### config.mk
export PLATFORM = sky130hd
export DESIGN_NAME = hazard_ctrl
export DESIGN_NICKNAME = d
export VERILOG_FILES = /design/src/rtl/hazard_pkg.sv /design/src/rtl/md_busy_seq.sv /design/src/rtl/hazard_ctrl.sv
export SDC_FILE = /design/constraint.sdc
export NUM_CORES = 1
export LEC_CHECK = 0
export ABC_CLOCK_PERIOD_IN_PS = 2600
export CAP_MARGIN = 25
export CORE_ASPECT_RATIO = 0.9
export CORE_MARGIN = 2
export CORE_UTILIZATION = 41
export DETAILED_ROUTE_END_ITERATION = 8
export GPL_TIMING_DRIVEN = 0
export HOLD_SLACK_MARGIN = 0.03
export PLACE_DENSITY = 0.79
export SLEW_MARGIN = 20
export SYNTH_ARGS = -nofsm -noshare
export SYNTH_HDL_FRONTEND = slang
export SYNTH_HIERARCHICAL = 1
export SYNTH_SLANG_ARGS = --single-unit
### constraint.sdc
create_clock -name clk -period 2.6 [get_ports clk]
set_clock_uncertainty 0.2 [all_clocks]
set_input_delay 0.65 -clock clk [delete_from_list [all_inputs] [get_ports clk]]
set_output_delay 0.65 -clock clk [all_outputs]
set_load 0.02 [all_outputs]
### src/rtl/hazard_pkg.sv
// Shared encodings, FSM type and default latencies for the pipeline hazard controller.
package hazard_pkg;

  localparam logic [1:0] T_NONE = 2'd3;

  localparam int unsigned MULT_LAT_DEF = 5;
  localparam int unsigned DIV_LAT_DEF  = 10;
  localparam int unsigned CNT_W_DEF    = 4;

  typedef enum logic [1:0] {
    StIdle = 2'd0,
    StMul  = 2'd1,
    StDiv  = 2'd2
  } md_state_t;

  // A source register of D conflicts with a producer when the producer writes it and the value
  // will not be ready by the time D needs it. $zero never conflicts.
  function automatic logic raw_hit(input logic [4:0] src, input logic [1:0] tuse,
                                   input logic [4:0] wa, input logic [1:0] tnew);
    return (src != 5'd0) && (tuse != T_NONE) && (wa == src) && (tnew > tuse);
  endfunction

endpackage

### src/rtl/md_busy_seq.sv
// Mult/div busy sequencer: tracks HI/LO occupancy with a down-counter and pulses md_done
// in the final busy cycle. A new start is accepted when idle or in that final cycle.
module md_busy_seq
  import hazard_pkg::*;
#(
  parameter int unsigned MULT_LAT = MULT_LAT_DEF,
  parameter int unsigned DIV_LAT  = DIV_LAT_DEF,
  parameter int unsigned CNT_W    = CNT_W_DEF
) (
  input  logic clk,
  input  logic reset,
  input  logic start,
  input  logic is_div,
  output logic md_busy,
  output logic md_done
);

  md_state_t         state_q, state_d;
  logic [CNT_W-1:0]  cnt_q, cnt_d;
  logic              load;

  always_comb begin
    state_d = state_q;
    cnt_d   = cnt_q;
    md_busy = (state_q != StIdle);
    md_done = md_busy && (cnt_q == CNT_W'(1));
    load    = start && ((state_q == StIdle) || md_done);

    if (load) begin
      state_d = is_div ? StDiv : StMul;
      cnt_d   = is_div ? CNT_W'(DIV_LAT) : CNT_W'(MULT_LAT);
    end else if (md_done) begin
      state_d = StIdle;
      cnt_d   = '0;
    end else if (md_busy) begin
      cnt_d   = cnt_q - CNT_W'(1);
    end
  end

  always_ff @(posedge clk or negedge reset) begin
    if (!reset) begin
      state_q <= StIdle;
      cnt_q   <= '0;
    end else begin
      state_q <= state_d;
      cnt_q   <= cnt_d;
    end
  end

endmodule

### src/rtl/hazard_ctrl.sv
// Decode-side stall/flush controller: RAW Tuse/Tnew checks plus mult/div occupancy.
// Define HAZARD_STATS_EN to add saturating stall_cycles / md_stall_cycles counters.
module hazard_ctrl
  import hazard_pkg::*;
#(
  parameter int unsigned MULT_LAT = MULT_LAT_DEF,
  parameter int unsigned DIV_LAT  = DIV_LAT_DEF,
  parameter int unsigned CNT_W    = CNT_W_DEF
) (
  input  logic        clk,
  input  logic        reset,
  input  logic [4:0]  d_rs,
  input  logic [4:0]  d_rt,
  input  logic [1:0]  d_tuse_rs,
  input  logic [1:0]  d_tuse_rt,
  input  logic        d_is_md,
  input  logic [4:0]  e_wa,
  input  logic [1:0]  e_tnew,
  input  logic [4:0]  m_wa,
  input  logic [1:0]  m_tnew,
  input  logic        e_md_start,
  input  logic        e_md_div,
`ifdef HAZARD_STATS_EN
  output logic [31:0] stall_cycles,
  output logic [31:0] md_stall_cycles,
`endif
  output logic        stall_d,
  output logic        pc_en,
  output logic        flush_e,
  output logic        md_busy,
  output logic        md_done
);

  logic stall_rs, stall_rt, stall_md;

  md_busy_seq #(
    .MULT_LAT (MULT_LAT),
    .DIV_LAT  (DIV_LAT),
    .CNT_W    (CNT_W)
  ) u_md_busy_seq (
    .clk     (clk),
    .reset   (reset),
    .start   (e_md_start),
    .is_div  (e_md_div),
    .md_busy (md_busy),
    .md_done (md_done)
  );

  // Outputs are forced quiet while reset is held, even with hazardous inputs present.
  always_comb begin
    stall_rs = raw_hit(d_rs, d_tuse_rs, e_wa, e_tnew) | raw_hit(d_rs, d_tuse_rs, m_wa, m_tnew);
    stall_rt = raw_hit(d_rt, d_tuse_rt, e_wa, e_tnew) | raw_hit(d_rt, d_tuse_rt, m_wa, m_tnew);
    stall_md = reset & d_is_md & (md_busy | e_md_start);
    stall_d  = reset & (stall_rs | stall_rt | stall_md);
    pc_en    = ~stall_d;
    flush_e  = stall_d;
  end

`ifdef HAZARD_STATS_EN
  logic [31:0] stall_cnt_q, stall_cnt_d;
  logic [31:0] md_cnt_q, md_cnt_d;

  always_comb begin
    stall_cnt_d = stall_cnt_q;
    md_cnt_d    = md_cnt_q;
    if (stall_d && (stall_cnt_q != '1)) stall_cnt_d = stall_cnt_q + 32'd1;
    if (stall_md && (md_cnt_q != '1))   md_cnt_d    = md_cnt_q + 32'd1;
  end

  always_ff @(posedge clk or negedge reset) begin
    if (!reset) begin
      stall_cnt_q <= '0;
      md_cnt_q    <= '0;
    end else begin
      stall_cnt_q <= stall_cnt_d;
      md_cnt_q    <= md_cnt_d;
    end
  end

  assign stall_cycles    = stall_cnt_q;
  assign md_stall_cycles = md_cnt_q;
`endif

endmodule
==> out/summary.txt, run 1 <==
Final period util -> 108%
Setup slack after layout -> -196 ps
Synthesized area -> 847 um2
Yosys top cell area share -> 17.7%
Reg-to-Reg End -> u_md_busy_seq/state_q[0]$_DFFE_PN0P_
GRT met2 Usage -> 41.0%
Hold slack final -> 248 ps
Vias -> 942
Met3 usage -> 4.78%
N_diodes -> 0
Cells after DPL -> 171
Mapped Avg Cell Area -> 7.77 um2
Rel. slew slack -> 69.9%
I/O pins -> 38
Final cell count without fillers -> 174
Final min period -> 2800 ps
Root Driver -> clkbuf_4
Initial antenna violation count -> 0
GR Overflow Total -> 0
Status -> complete, but fails checks
Worst skew pair latency -> 250 ps
Full die area -> 2450 um2
Final HPWL DP -> 2020 um
RD Place Congestion -> 0.887
Final Util -> 72.9%
Critical path class -> primary input to primary output
Startpoint types -> primary input
Syn_nets -> 152
Yosys top cell by area -> dfrtp_1
Worst Setup SP -> d_tuse_rt[1]
Synth top area cells -> dfrtp_1 18%, ha_1 15%, xnor2_1 12%
RSZ-0062 raised after global routing -> yes
Clk pin slew, worst setup/hold paths -> 50 ps
DR pass1 iterations -> 4
Total leakage power -> 0.623 nW
Initial Util -> 43.8%
CP arrival -> 1950 ps
Synthesized instance count -> 109
Area added between synthesis and finish -> 66.3%
Via density -> 5.41
Post-route DRC -> 0
Max Clk Rate -> 0.358 GHz
Sequential cell area fraction in the yosys report -> 17.7%
Final Hold Fails -> 0
CTS Buffer Depth -> 2
Grt peak-use layer -> met2
Unique masters post-synth -> 34
Final setup fails -> 3
Core ar. -> 1930 um2
Total CTS buffers -> 3
Tot GR Track Use -> 21.9%
FF-to-FF path depth -> 6
Fin. max-slew vios -> 0
Nature of the critical path endpoint -> primary output
Die Ht -> 47.1 um
Max-cap violations -> 0
Hold_buf cts -> 0
WL final -> 2700 um
Power Density -> 518 nW/um2
Crit Path Max Fanout -> 2
Fillers -> 153
Met1 Use GR -> 27.2%
Largest net degree at the start of global routing -> 10
Row count -> 15
Ratio of cells with drive above 1 in the final layout -> 37.6%
Die W -> 51.9 um
Async S/R FF share, synth -> 100%
Yosys warns -> 6
End of the critical path -> stall_d
FF-to-FF setup slack -> 790 ps
Data required, critical path -> 1750 ps
Reg2reg start -> u_md_busy_seq/cnt_q[1]$_DFFE_PN0P_
Peak VDD IR -> 0.417 mV
First-pass GRT wire length -> 3850 um
DRT antenna net count -> 0
Layout Nets -> 194
DRT iter0 DRCs -> 10
Failing checks -> setup timing
H-tree depth -> 1
Most used DFF post-synth -> dfrtp_1
Number of flops mapped to enable cells by yosys -> 0
Placed inst area -> 1260 um2
Vias in the first global route -> 892
Yosys reg bits -> 6
Worst-Margin Slew -> 452 ps
CTS tree -> yes
TritonCTS sink count -> 6
Post-route cell area -> 1410 um2
Worst min path class -> primary input to async pin
Mean routed wirelength per cell -> 15.5 um
I/O Buffers -> 37
==> layer usage <==
metal  up-vias  share of wire, %
met5         -                 0
met4         0              0.52
met3         2               4.3
met2        24                52
met1       446                44
li1        470                 -
==> registers in the layout, summed over array words and instances, names as in the netlist <==
name and count:
u_md_busy_seq/state_q 2, u_md_busy_seq/cnt_q 4
==> cells by family (layout without fill, tap and decap cells) <==
kind of cell,Yosys count,in the layout,share of synthesized area [%]
AO/OA/AOI/OAI,19,19,14.2
XOR/XNOR,20,20,20.7
adder cells (fa/ha/maj),10,10,14.8
buffers and inverters,14,54,6.79
flip-flops,6,6,17.7
multiplexers,1,1,1.18
AND/OR/NAND/NOR,39,39,24.7
==> power breakdown <==
group	internal, mW	switching (mW)
logic	0.219	0.221
clock network	0.0524	0.0364
registers	0.143	0.0573
==> cell usage in the layout, fill, tap and decap left out, types with 3 or more instances in the layout <==
cell and count:
a21oi_1 4, a21oi_2 3, buf_2 4, buf_4 3, buf_6 7, clkbuf_2 6, clkbuf_4 3, clkdlybuf4s50_1 4
dfrtp_1 6, dlygate4sd2_1 9, ha_1 3, ha_4 7, inv_1 7, inv_2 3, nand2_1 7, nand2_2 4
nand4_1 4, nor2_1 3, nor3_1 4, nor4_2 4, or3_1 3, xnor2_1 9, xnor2_2 3, xor2_1 8
==> synth_stat cells, types with 2 or more instances <==
cell and number:
xor2_1 8, nor2_1 3, dfrtp_1 6, a21oi_1 7, and3_1 2, o21ai_0 3, ha_1 10, nand2_1 11
inv_1 11, or3_1 3, xnor2_1 12, nor4_1 5, nor3_1 4, nand4_1 4
==> worst max-delay path, cell delays in order <==
cell and delay, ps:
buf_2 110, inv_2 100, ha_4 220, a21oi_2 170, nor4_2 70, o21ai_1 230
nand3_2 140, buf_6 140, buf_6 120
==> layout make-up <==
class                      instances  area (um2)  area share [%]
multi-input combinational         89         812            57.6
timing repair buffer              37         324            23.0
sequential                         6         150            10.7
inverter                          12        52.6            3.73
tap                               25        31.3            2.22
clock buffer                       3        22.5            1.60
buffer                             2        16.3            1.15
==> stage by stage <==
step / total power, mW / setup slack [ps] / TNS (ps)
5_1_grt: 0.782 / -232 / -620
2_1_floorplan: 0.446 / 11.0 / 0
6_report: 0.729 / -196 / -476
3_5_place_dp: 0.600 / -1150 / -3400
4_1_cts: 0.698 / -267 / -739
3_3_place_gp: 0.583 / -1110 / -3260
==> worst min path at each step <==
stage,from,to
detailed placement,u_md_busy_seq/cnt_q[0]$_DFFE_PN0P_,u_md_busy_seq/cnt_q[0]$_DFFE_PN0P_
global route,reset,u_md_busy_seq/cnt_q[0]$_DFFE_PN0P_
CTS,reset,u_md_busy_seq/cnt_q[3]$_DFFE_PN0P_
global placement,u_md_busy_seq/cnt_q[0]$_DFFE_PN0P_,u_md_busy_seq/cnt_q[0]$_DFFE_PN0P_
floorplan,reset,u_md_busy_seq/cnt_q[0]$_DFFE_PN0P_
finish,reset,u_md_busy_seq/cnt_q[0]$_DFFE_PN0P_
==> timing repair <==
item                       CTS  global route
setup endpoints to repair    4             4
buffers inserted             0             0
gates resized for setup    105            32
pin swaps                   25            18
No activity file was read; power rests on OpenSTA's default activity.
==> inputs of run 2 (changes only) <==
--- a/config.mk
+++ b/config.mk
@@ -5,7 +5,6 @@
 export SDC_FILE = /design/constraint.sdc
 export NUM_CORES = 1
 export LEC_CHECK = 0
-export ABC_CLOCK_PERIOD_IN_PS = 2600
 export CAP_MARGIN = 25
 export CORE_ASPECT_RATIO = 0.9
 export CORE_MARGIN = 2
@@ -14,6 +13,7 @@
 export GPL_TIMING_DRIVEN = 0
 export HOLD_SLACK_MARGIN = 0.03
 export PLACE_DENSITY = 0.79
+export SETUP_SLACK_MARGIN = 0.15
 export SLEW_MARGIN = 20
 export SYNTH_ARGS = -nofsm -noshare
 export SYNTH_HDL_FRONTEND = slang
==> out/summary.txt, run 2 (same netlist as run 1, synthesis figures left out) <==
Core ar. -> 1930 um2
DRT antenna net count -> 0
Die Ht -> 47.1 um
Max Clk Rate -> 0.355 GHz
Final period util -> 108%
Final Hold Fails -> 0
Layout Nets -> 198
Most used cell, CP -> buf_6
Initial antenna violation count -> 0
Ratio of cells with drive above 1 in the final layout -> 34.0%
Die W -> 51.9 um
CTS tree -> yes
N_diodes -> 0
CP arrival -> 1970 ps
CTS Buffer Depth -> 2
Full die area -> 2450 um2
Biggest regs -> u_md_busy_seq/cnt_q x4, u_md_busy_seq/state_q x2
Max-cap violations -> 0
WL final -> 2800 um
Final HPWL DP -> 2120 um
H-tree depth -> 1
TritonCTS sink count -> 6
Area taken by multi-input logic gates -> 798 um2
Vias -> 987
Data required, critical path -> 1750 ps
Commonest cells after routing, fill and taps aside -> 12 x xnor2_1, 11 x dlygate4sd2_1, 10 x buf_6, 8 x xor2_1, 8 x ha_4
Row count -> 15
Peak VDD IR -> 0.509 mV
Worst min path class -> primary input to async pin
Commonest non-fill, non-tap cell in the layout -> xnor2_1
CP top delay family -> simple AND/OR/NAND/NOR gates
Worst-Margin Slew -> 452 ps
Startpoint types -> primary input
Status -> complete, but fails checks
RD Place Congestion -> 0.857
Crit Path Max Fanout -> 3
Max incr delay on CP -> 340 ps
Most flop-heavy register -> u_md_busy_seq/cnt_q
Post-route DRC -> 0
Crit path buffers/inverters -> 3
Largest net degree at the start of global routing -> 10
Reg area -> 150 um2
Crit path max-delay cell type -> nor4_2
Mean routed wirelength per cell -> 15.7 um
Rel. slew slack -> 69.8%
Failing checks -> setup timing
Hold slack final -> 231 ps
Total CTS buffers -> 3
Worst Setup SP -> d_rs[3]
Final min period -> 2820 ps
Vias in the first global route -> 891
Root Driver -> clkbuf_4
Final setup fails -> 3
Nature of the critical path endpoint -> primary output
Power Density -> 539 nW/um2
Crit path cell chain -> dlygate4sd2_1, xor2_1, nor4_2, o2111ai_2, nand3_2, buf_6, buf_6
Initial Util -> 43.8%
I/O pins -> 38
GR Overflow Total -> 0
First-pass GRT wire length -> 4170 um
RSZ-0062 raised after global routing -> yes
Clk pin slew, worst setup/hold paths -> 50 ps
Critical path class -> primary input to primary output
Setup slack after layout -> -217 ps
DRT iter0 DRCs -> 41
I/O Buffers -> 37
Tot GR Track Use -> 23.6%
DR pass1 iterations -> 4
Fin. max-slew vios -> 0
Total leakage power -> 0.630 nW
Reg2reg start -> u_md_busy_seq/cnt_q[0]$_DFFE_PN0P_
Final Util -> 76.2%
Fillers -> 147
Max reg flops -> 4
Area added between synthesis and finish -> 73.9%
Worst skew pair latency -> 250 ps
Via density -> 5.54
## run 2: cell count changes in the layout (fill, tap and decap cells not counted), moves of 2 or more
| cell | change |
|---|---|
| nor2_4 | +2 |
| dlygate4sd2_1 | +2 |
| clkdlybuf4s15_1 | +4 |
| nor4_2 | -2 |
| inv_4 | +2 |
| nor4_1 | +2 |
| buf_2 | -2 |
| buf_6 | +3 |
| buf_4 | +2 |
| clkbuf_2 | -3 |
| xnor2_2 | -3 |
| xnor2_1 | +3 |
## run 2: area by class of cell
cell class	instances	area share [%]
tap	25	2.12
sequential	6	10.2
inverter	12	4.42
multi-input combinational	89	54.2
clock buffer	3	1.53
buffer	2	1.53
timing repair buffer	41	26.0
## run 2: path summary, 6_finish.rpt
| check | to | slack [ps] | cells after the start |
|---|---|---|---|
| setup / recovery | stall_d | -220 | 7 |
| hold / removal | u_md_busy_seq/cnt_q[3]$_DFFE_PN0P_ | 230 | 1 |
| setup reg to reg | u_md_busy_seq/state_q[0]$_DFFE_PN0P_ | 750 | 6 |
| hold reg to reg | u_md_busy_seq/cnt_q[0]$_DFFE_PN0P_ | 420 | 1 |
| max in group asynchronous | u_md_busy_seq/cnt_q[0]$_DFFE_PN0P_ | 1660 | 1 |
| min in group clk | u_md_busy_seq/cnt_q[0]$_DFFE_PN0P_ | 420 | 1 |
## run 2: timing repair
action / in CTS / in global routing
setup buffers: 3 / 1
gates resized for setup: 110 / 18
gates cloned: 0 / 0
endpoints found under the setup margin: 5 / 5
pin swaps: 21 / 14
hold buffers: 0 / 0
## run 2: stage by stage
| stage | TNS (ps) | instances | worst slack (ps) | total power, mW | area [um2] |
|---|---|---|---|---|---|
| 5_1_grt | -739 | 178 | -279 | 0.852 | 1470 |
| 3_5_place_dp | -3840 | 171 | -1290 | 0.610 | 1320 |
| 2_1_floorplan | 0 | 109 | 81.9 | 0.453 | 913 |
| 3_3_place_gp | -3630 | 171 | -1220 | 0.592 | 1320 |
| 4_1_cts | -711 | 177 | -265 | 0.742 | 1440 |
| 6_report | -560 | 178 | -217 | 0.794 | 1470 |
## run 2: report_power, final
group	internal [mW]	total (mW)	leakage, nW	switching, mW
sequential	0.143	0.207	0.0693	0.0646
combinational	0.257	0.498	0.546	0.241
clock	0.0524	0.0893	0.0138	0.0369
total	0.452	0.794	0.630	0.342
## run 2: metal layers
layer | up-vias | wire length (um) | GRT usage (%)
li1 | 475 | - | -
met1 | 455 | 1180 | 30.8
met2 | 49 | 1390 | 42.5
met3 | 8 | 163 | 3.18
met4 | 0 | 70 | 4.74
met5 | - | 0 | 0
## run 2: worst reg2reg max path: stages (launching register included)
cell and delay [ps]:
dfrtp_1 450, ha_4 170, or3b_1 350, buf_6 130, buf_4 140, and2_1 170, a21o_1 150
